### config.mk
export PLATFORM = sky130hd
export DESIGN_NAME = dbus_access_ctrl
export DESIGN_NICKNAME = d
export VERILOG_FILES = /design/src/rtl/dbus_access_ctrl_pkg.sv /design/src/rtl/dbus_watchdog.sv /design/src/rtl/dbus_access_ctrl.sv
export SDC_FILE = /design/constraint.sdc
export NUM_CORES = 1
export LEC_CHECK = 0
export ABC_AREA = 1
export BUFFER_PORTS_ARGS = -buffer_cell sky130_fd_sc_hd__buf_4
export CAP_MARGIN = 20
export CORE_ASPECT_RATIO = 0.5
export CORE_UTILIZATION = 42
export DETAILED_ROUTE_END_ITERATION = 8
export GPL_ROUTABILITY_DRIVEN = 0
export GPL_TIMING_DRIVEN = 0
export PLACE_DENSITY = 0.65
export SYNTH_ARGS = -nofsm -noshare
export SYNTH_HDL_FRONTEND = slang
export SYNTH_SLANG_ARGS = --single-unit
### constraint.sdc
create_clock -name clk -period 7.5 [get_ports clk]
set_input_delay 1.5 -clock clk [delete_from_list [all_inputs] [get_ports clk]]
set_output_delay 1.5 -clock clk [all_outputs]
set_load 0.05 [all_outputs]
### src/rtl/dbus_access_ctrl_pkg.sv
// Shared data-bus types for the memory stage and its access controller.
package dbus_access_ctrl_pkg;

  typedef enum logic [2:0] {
    MSIZE1 = 3'd0,
    MSIZE2 = 3'd1,
    MSIZE4 = 3'd2,
    MSIZE8 = 3'd3
  } msize_t;

  typedef struct packed {
    logic        valid;
    logic [31:0] addr;
    msize_t      size;
    logic [3:0]  strobe;
    logic [31:0] data;
  } dbus_req_t;

  typedef struct packed {
    logic        addr_ok;
    logic        data_ok;
    logic [31:0] data;
  } dbus_resp_t;

  typedef enum logic [2:0] {
    IDLE  = 3'd0,
    ADDR  = 3'd1,
    DATA  = 3'd2,
    HOLD  = 3'd3,
    DRAIN = 3'd4
  } dbus_ctrl_state_t;

endpackage

### src/rtl/dbus_watchdog.sv
// Access watchdog: counts wait cycles of one dbus access and raises a sticky flag.
// Only built when DBUS_TIMEOUT_EN is defined.
`ifdef DBUS_TIMEOUT_EN
module dbus_watchdog #(
  parameter int TIMEOUT_CYCLES = 1024
) (
  input  logic clk,
  input  logic reset,
  input  logic clear,
  input  logic count_en,
  output logic timeout
);

  localparam int CNT_W = $clog2(TIMEOUT_CYCLES) + 1;
  localparam logic [CNT_W-1:0] LIMIT = CNT_W'(TIMEOUT_CYCLES - 1);

  logic [CNT_W-1:0] cnt_r;
  logic [CNT_W-1:0] cnt_inc_s;
  logic             timeout_r;

  assign cnt_inc_s = cnt_r + {{(CNT_W-1){1'b0}}, 1'b1};

  // Counter saturates at the limit so it never wraps; the flag stays set until reset.
  always_ff @(posedge clk or posedge reset) begin
    if (reset) begin
      cnt_r     <= {CNT_W{1'b0}};
      timeout_r <= 1'b0;
    end else if (clear) begin
      cnt_r <= {CNT_W{1'b0}};
    end else if (count_en && (cnt_r != LIMIT)) begin
      cnt_r <= cnt_inc_s;
      if (cnt_inc_s == LIMIT) begin
        timeout_r <= 1'b1;
      end
    end
  end

  assign timeout = timeout_r;

endmodule
`endif

### src/rtl/dbus_access_ctrl.sv
// Memory-stage data-bus access sequencer: one outstanding access, stall until done.
// Optional watchdog enabled by defining DBUS_TIMEOUT_EN.
module dbus_access_ctrl
  import dbus_access_ctrl_pkg::*;
#(
  parameter int TIMEOUT_CYCLES = 1024
) (
  input  logic        clk,
  input  logic        reset,
  input  dbus_req_t   stage_req,
  input  logic        stage_advance,
  input  logic        flush,
  output dbus_req_t   dreq,
  input  dbus_resp_t  dresp,
  output logic        stall_mem,
  output logic [31:0] rdata,
  output logic        timeout
);

  dbus_ctrl_state_t state_r, state_next_s;
  dbus_req_t        req_r, req_next_s;
  logic [31:0]      rdata_r, rdata_next_s;
  logic             start_s;
  logic             start_ok_s;

  // Reset gates the pass-through so nothing reaches the bus while reset is held.
  assign start_ok_s = stage_req.valid && !flush && !reset;

  // State, latched request and captured read data.
  always_ff @(posedge clk or posedge reset) begin
    if (reset) begin
      state_r <= IDLE;
      req_r   <= '0;
      rdata_r <= 32'h0000_0000;
    end else begin
      state_r <= state_next_s;
      req_r   <= req_next_s;
      rdata_r <= rdata_next_s;
    end
  end

  // Next state and bus/pipeline outputs.
  always_comb begin
    state_next_s = state_r;
    req_next_s   = req_r;
    rdata_next_s = rdata_r;
    dreq         = '0;
    stall_mem    = 1'b0;
    rdata        = rdata_r;
    start_s      = 1'b0;
    case (state_r)
      IDLE: begin
        if (start_ok_s) begin
          start_s = 1'b1;
          dreq    = stage_req;
          if (dresp.addr_ok && dresp.data_ok) begin
            state_next_s = HOLD;
            rdata_next_s = dresp.data;
            rdata        = dresp.data;
          end else if (dresp.addr_ok) begin
            state_next_s = DATA;
            stall_mem    = 1'b1;
          end else begin
            state_next_s = ADDR;
            req_next_s   = stage_req;
            stall_mem    = 1'b1;
          end
        end else begin
          state_next_s = IDLE;
        end
      end
      ADDR: begin
        dreq       = req_r;
        dreq.valid = 1'b1;
        stall_mem  = 1'b1;
        // Once addr_ok is seen the transaction exists and must run to data_ok.
        if (dresp.addr_ok && dresp.data_ok) begin
          if (flush) begin
            state_next_s = IDLE;
          end else begin
            state_next_s = HOLD;
            rdata_next_s = dresp.data;
          end
        end else if (dresp.addr_ok) begin
          state_next_s = flush ? DRAIN : DATA;
        end else if (flush) begin
          state_next_s = IDLE;
        end else begin
          state_next_s = ADDR;
        end
      end
      DATA: begin
        stall_mem = 1'b1;
        if (dresp.data_ok) begin
          if (flush) begin
            state_next_s = IDLE;
          end else begin
            state_next_s = HOLD;
            rdata_next_s = dresp.data;
          end
        end else if (flush) begin
          state_next_s = DRAIN;
        end else begin
          state_next_s = DATA;
        end
      end
      HOLD: begin
        // stage_req here still belongs to the finished instruction; the next one
        // is picked up from IDLE once the stage register has moved.
        if (flush || stage_advance) begin
          state_next_s = IDLE;
        end else begin
          state_next_s = HOLD;
        end
      end
      DRAIN: begin
        stall_mem = 1'b1;
        if (dresp.data_ok) begin
          state_next_s = IDLE;
        end else begin
          state_next_s = DRAIN;
        end
      end
      default: begin
        state_next_s = IDLE;
      end
    endcase
  end

`ifdef DBUS_TIMEOUT_EN
  logic count_en_s;

  assign count_en_s = (state_r == ADDR) || (state_r == DATA) || (state_r == DRAIN);

  dbus_watchdog #(
    .TIMEOUT_CYCLES(TIMEOUT_CYCLES)
  ) u_watchdog (
    .clk     (clk),
    .reset   (reset),
    .clear   (start_s),
    .count_en(count_en_s),
    .timeout (timeout)
  );
`else
  logic unused_wd_s;

  assign unused_wd_s = start_s & (TIMEOUT_CYCLES > 32'sd0);
  assign timeout     = 1'b0;
`endif

endmodule

==> results of run 1 <==
-- metal layers --
layer,up-vias,wire length (um),global-route usage (%)
li1,3725,-,-
met1,3487,9870,36.1
met2,266,10300,44.0
met3,26,1360,5.05
met4,0,338,7.19
met5,-,0,0
-- flip-flops by register name (all words and copies together) (netlist names) --
name	cells
req_r	71
rdata_r	32
state_r	3
-- cells in the mapped netlist (all sizes together) --
master / instances / area share (%)
inv: 83 / 4.6
clkbuf: 33 / 1.8
dfrtp: 106 / 40
conb: 1 / 0.056
nand3: 140 / 11
a31oi: 32 / 3.0
nand2: 310 / 17
nor2: 72 / 4.2
a21oi: 2 / 0.15
o21ai: 145 / 11
nor3: 33 / 2.5
buf: 45 / 4.2
o211ai: 1 / 0.11
a21boi: 1 / 0.11
-- critical path: cells and delay by family --
family                 cells  cell delay [ps]
buffers and inverters      6             1500
AND/OR/NAND/NOR            2              410
AO/OA/AOI/OAI              1              260
-- kinds of logic (layout without fill, tap and decap cells) --
kind of cell	after synthesis	count (layout)	synth area share, %
simple gates	555	555	34.8
compound gates	181	181	14.8
buf+inv	161	389	10.7
flops	106	106	39.6
other cells	1	1	0.0560
-- cell type report --
type / count / area (um2)
inverters: 83 / 317
repair buffers: 213 / 1620
clock buffers: 9 / 225
multi-input cells: 737 / 3330
fillers: 1521 / 6620
flip-flops and latches: 106 / 2650
well taps: 204 / 255
plain buffers: 78 / 408
clock inverters: 6 / 75.1
-- power by group through the flow --
stage	Sequential, W	Clock (W)	Combinational (W)
after floorplan	0.000905	0	0.00118
after global placement	0.000930	0	0.00160
after detailed placement	0.000936	0	0.00162
after CTS	0.000928	0.000503	0.00163
after global routing	0.000961	0.000523	0.00177
final	0.000934	0.000491	0.00163
-- path summary, 6_finish.rpt --
kind | start | end | slack (ps) | cells past startpoint
max | reset | rdata[2] | 2290 | 9
min in group asynchronous | reset | rdata_r[11]$_DFFE_PP0P_ | 1090 | 2
min reg2reg | req_r[64]$_DFFE_PP0P_ | req_r[64]$_DFFE_PP0P_ | 490 | 2
max in group asynchronous | reset | req_r[49]$_DFFE_PP0P_ | 5730 | 3
min | req_r[64]$_DFFE_PP0P_ | req_r[64]$_DFFE_PP0P_ | 490 | 2
max reg2reg | state_r[0]$_DFF_PP0_ | rdata_r[10]$_DFFE_PP0P_ | 5840 | 6
-- per-stage QoR --
| stage | worst slack (ps) | util, % | instance area (um2) |
|---|---|---|---|
| after floorplan | 150 | - | 6700 |
| after global placement | -1210 | 55.2 | 8550 |
| after detailed placement | 2200 | 55.4 | 8580 |
| after CTS | 2190 | 57.3 | 8880 |
| after global routing | 2020 | 57.3 | 8880 |
| final | 2290 | 57.3 | 8880 |
==> flow_summary.toml, run 1 <==
[run_status]
run_status = "finished, final reports clean"

[synth]
synth_cells = 1004
synth_area_um2 = 6700
synth_warnings = 0
syn_nets = 1114
yosysUniqueCellTypes = 24
syn_avg_cell_area_um2 = 6.67
ys_seq_area_share_pct = 39.6
synth_seq_cells = 106

[power_and_ir_drop]
p_sw_w = 0.00149
peakVddDrop_mv = 0.124
p_total_w = 0.00305
pwr-share-clk_pct = 16.1
p_seq_share_pct = 30.6
p_int_w = 0.00156
p_leak_nw = 4.72
comb_power_share_pct = 53.3
swShare_pct = 48.8
power.density_nw_per_um2 = 344

[critical_path]
startpoint_type = "input port"
critPathMaxStageDelay_ps = 390
cp_common_cell = "buf_4"
worstPathCellList = "buf_4 -> inv_6 -> buf_16 -> nand3_2 -> inv_1 -> buf_2 -> nand2_1 -> a31oi_1 -> buf_4"
worstPathRequired_ps = 6000
timing_worst_setup_path_type = "in -> out"
cp_slowest_cell = "buf_16"
path_max_fanout = 83
endpoint_kind = "output pin"
critPathArrivalTime_ps = 3710

[timing]
fin_crit_sh_pct = 69.5
hold_viol = 0
setup_tns_ps = 0
worstMarginPinSlew_ps = 554
finalSetupViolCount = 0
drv_slew = 0
finalCriticalPeriod_ps = 5210
relSlewSlack_pct = 63.0
fin_skew_ps = 14.1
fmax_mhz = 192
whs_ps = 487
rsz0062_at_grt = "no"

[finish]
final_common_cell = "nand2_1"
finalNonFillerCells = 1436
final_cell_mix = "nand2_1 (307), buf_4 (215), nand3_1 (137)"
n_antenna_cell = 0
nets = 1338
areaGrowthSynthToFinish_pct = 32.5
drive_above_1_share_pct = 23.8

[clock_network]
cts_resized = 0
cts_buffer_depth = 2
cts.sinks = 106
ctsHoldBuffers = 0
insertion_delay_ps = 360
clk_pin_slew_ps = 80
cts_inserted_buffers = 9
cts_max_level = 3
post_cts_buffers = 0
cts_root_buf = "clkbuf_16"
tritoncts = "built"

[routing]
drtIter0Drc = 636
antenna_left = 0
routedWlPerCell_um = 15.2
drc = 0
vias = 7504
vias_per_cell = 5.23
firstDrtPassIters = 5
totalWireLength_um = 21800

[grt]
grt_max_degree = 84
antenna_found_initial = 0
grt_pass1_wl_um = 35800
grt_pass1_vias = 7292
track_usage_pct = 26.8
overflow = 0

[placed_design]
dp_cells = 1421
dp_hpwl_um = 15400
port_buffers = 212

[floorplan]
die_height_um = 91.3
start_util_pct = 43.2
rows = 32
die-area_um2 = 16500
die_w_um = 181
core_um2 = 15500
io_pins = 216

[run]
cap_viol_max_count = 0

[min_path]
hold_path.class = "reg -> reg"
Note: power is estimated with default switching activity, not from simulation.
==> run 2: changes to the inputs <==
==> constraint.sdc (replaced) <==
create_clock -name clk -period 4.8 [get_ports clk]
set_input_delay 0.96 -clock clk [delete_from_list [all_inputs] [get_ports clk]]
set_output_delay 0.96 -clock clk [all_outputs]
set_load 0.05 [all_outputs]
==> run 2 against run 1 <==
  * Cell count is 0.14% higher
  * Wire length is 0.92% higher
  * Sequential power is 56% higher
  * Design area is 5.4% higher
  * Count of clock-buffer cells in the layout stayed put
  * Die area stayed put
  * First-iteration DRC count is 14% lower
  * Critical path depth stayed put
  * Total power is 65% higher
  * Sequential cell count stayed put
==> flow_summary.toml, run 2 (synthesis gave the netlist of run 1 again) <==
[min_path]
min_from = "req_r[66]$_DFFE_PP0P_"
holdPathEnd = "req_r[66]$_DFFE_PP0P_"
hold-path-cell-count = 2
hold_path.class = "reg -> reg"

[power_and_ir_drop]
power.density_nw_per_um2 = 538
p_leak_nw = 4.78
p_total_w = 0.00503
peakVddDrop_mv = 0.209

[run]
cap_viol_max_count = 0

[clock_network]
cts_buffer_depth = 2
cts_resized = 0
cts_max_level = 3
cts_inserted_buffers = 9
post_cts_buffers = 0
tritoncts = "built"
cts_root_buf = "clkbuf_16"
ctsHoldBuffers = 0
clk_pin_slew_ps = 80
insertion_delay_ps = 360
cts.sinks = 106

[floorplan]
die_height_um = 91.3
core_um2 = 15500
rows = 32
die-area_um2 = 16500
die_w_um = 181
io_pins = 216
start_util_pct = 43.2

[timing]
hold_viol = 0
worstMarginPinSlew_ps = 565
finalSetupViolCount = 0
drv_slew = 0
rsz0062_at_grt = "no"
fmax_mhz = 243
finalCriticalPeriod_ps = 4110
whs_ps = 487
relSlewSlack_pct = 62.3
fin_skew_ps = 13.4
fin_crit_sh_pct = 85.7
setup_ws_ps = 686

[finish]
regMostFlops = "req_r"
final_common_cell = "nand2_1"
n_antenna_cell = 0
areaGrowthSynthToFinish_pct = 39.7
reg.largest.list = "req_r: 71 flops, rdata_r: 32 flops, state_r: 3 flops"
largest_register_ff_count = 71
drive_above_1_share_pct = 26.5
nets = 1340
final_util_pct = 60.4
finalNonFillerCells = 1438
final_cell_mix = "nand2_1 (307), buf_4 (215), nand3_1 (137)"

[grt]
grt_pass1_wl_um = 35900
track_usage_pct = 26.9
antenna_found_initial = 0
grt_max_degree = 35
grt_pass1_vias = 7231
overflow = 0

[critical_path]
r2r_cells = 6
r2r_start = "state_r[0]$_DFF_PP0_"
r2r-end = "rdata_r[16]$_DFFE_PP0P_"
r2r_slack_ps = 3100
worstPathRequired_ps = 3840
critPathArrivalTime_ps = 3150
path_max_fanout = 30
endpoint_kind = "output pin"
startpoint_type = "input port"
timing_worst_setup_path_type = "in -> out"

[routing]
firstDrtPassIters = 5
vias_per_cell = 5.33
routedWlPerCell_um = 15.3
vias = 7668
wl_met1_um = 9850
wl_met2_um = 10700
totalWireLength_um = 22000
wl_met3_um = 1220
dr.max_layer_used = "met4"
drc = 0
drtIter0Drc = 544
antenna_left = 0

[placed_design]
dp_cells = 1423
dp_hpwl_um = 15800
dp_slack_ps = 694
port_buffers = 212

[run_status]
run_status = "finished, final reports clean"
[run 2: cell types whose count changed in the layout (fill, tap and decap cells not counted), sizes merged]
cell and delta:
buf +2, bufinv -1, clkinv +1
[run 2: how the worst max path moves through the flow]
stage / from / endpoint / cells past startpoint
global placement: reset / dreq[35] / 8
floorplan: reset / dreq[10] / 6
CTS: reset / dreq[35] / 9
finish: reset / dreq[35] / 9
detailed placement: reset / dreq[35] / 9
global route: reset / dreq[35] / 9
[run 2: area by class of cell]
class,instances,area (um2)
Clock buffer,9,225
Inverter,83,315
Timing Repair Buffer,215,1650
Clock inverter,6,62.6
Multi-Input combinational cell,737,3790
Buffer,78,408
Fill cell,1494,6130
Sequential cell,106,2650
Tap cell,204,255
[run 2: layer usage]
layer,vias up,track usage (%)
met5,-,0
met4,0,6.34
met3,27,4.65
met2,258,45.4
met1,3647,36.0
li1,3736,-
[run 2: stage by stage]
step,instance area (um2),TNS (ps)
global route,9360,0
global placement,9010,-146740
finish,9360,0
floorplan,7170,-4970
detailed placement,9070,0
CTS,9360,0
[run 2: power breakdown]
group          switching, W  internal, W
clock              0.000378     0.000364
combinational       0.00186     0.000970
sequential         0.000246      0.00122
total               0.00248      0.00255
[run 2: critical path: stages]
cell and delay [ps]:
buf_4 120, clkinvlp_4 270, buf_12 250, nand3_2 230
nor2_4 200, inv_2 130, clkbuf_1 240, o21ai_0 430
buf_4 290
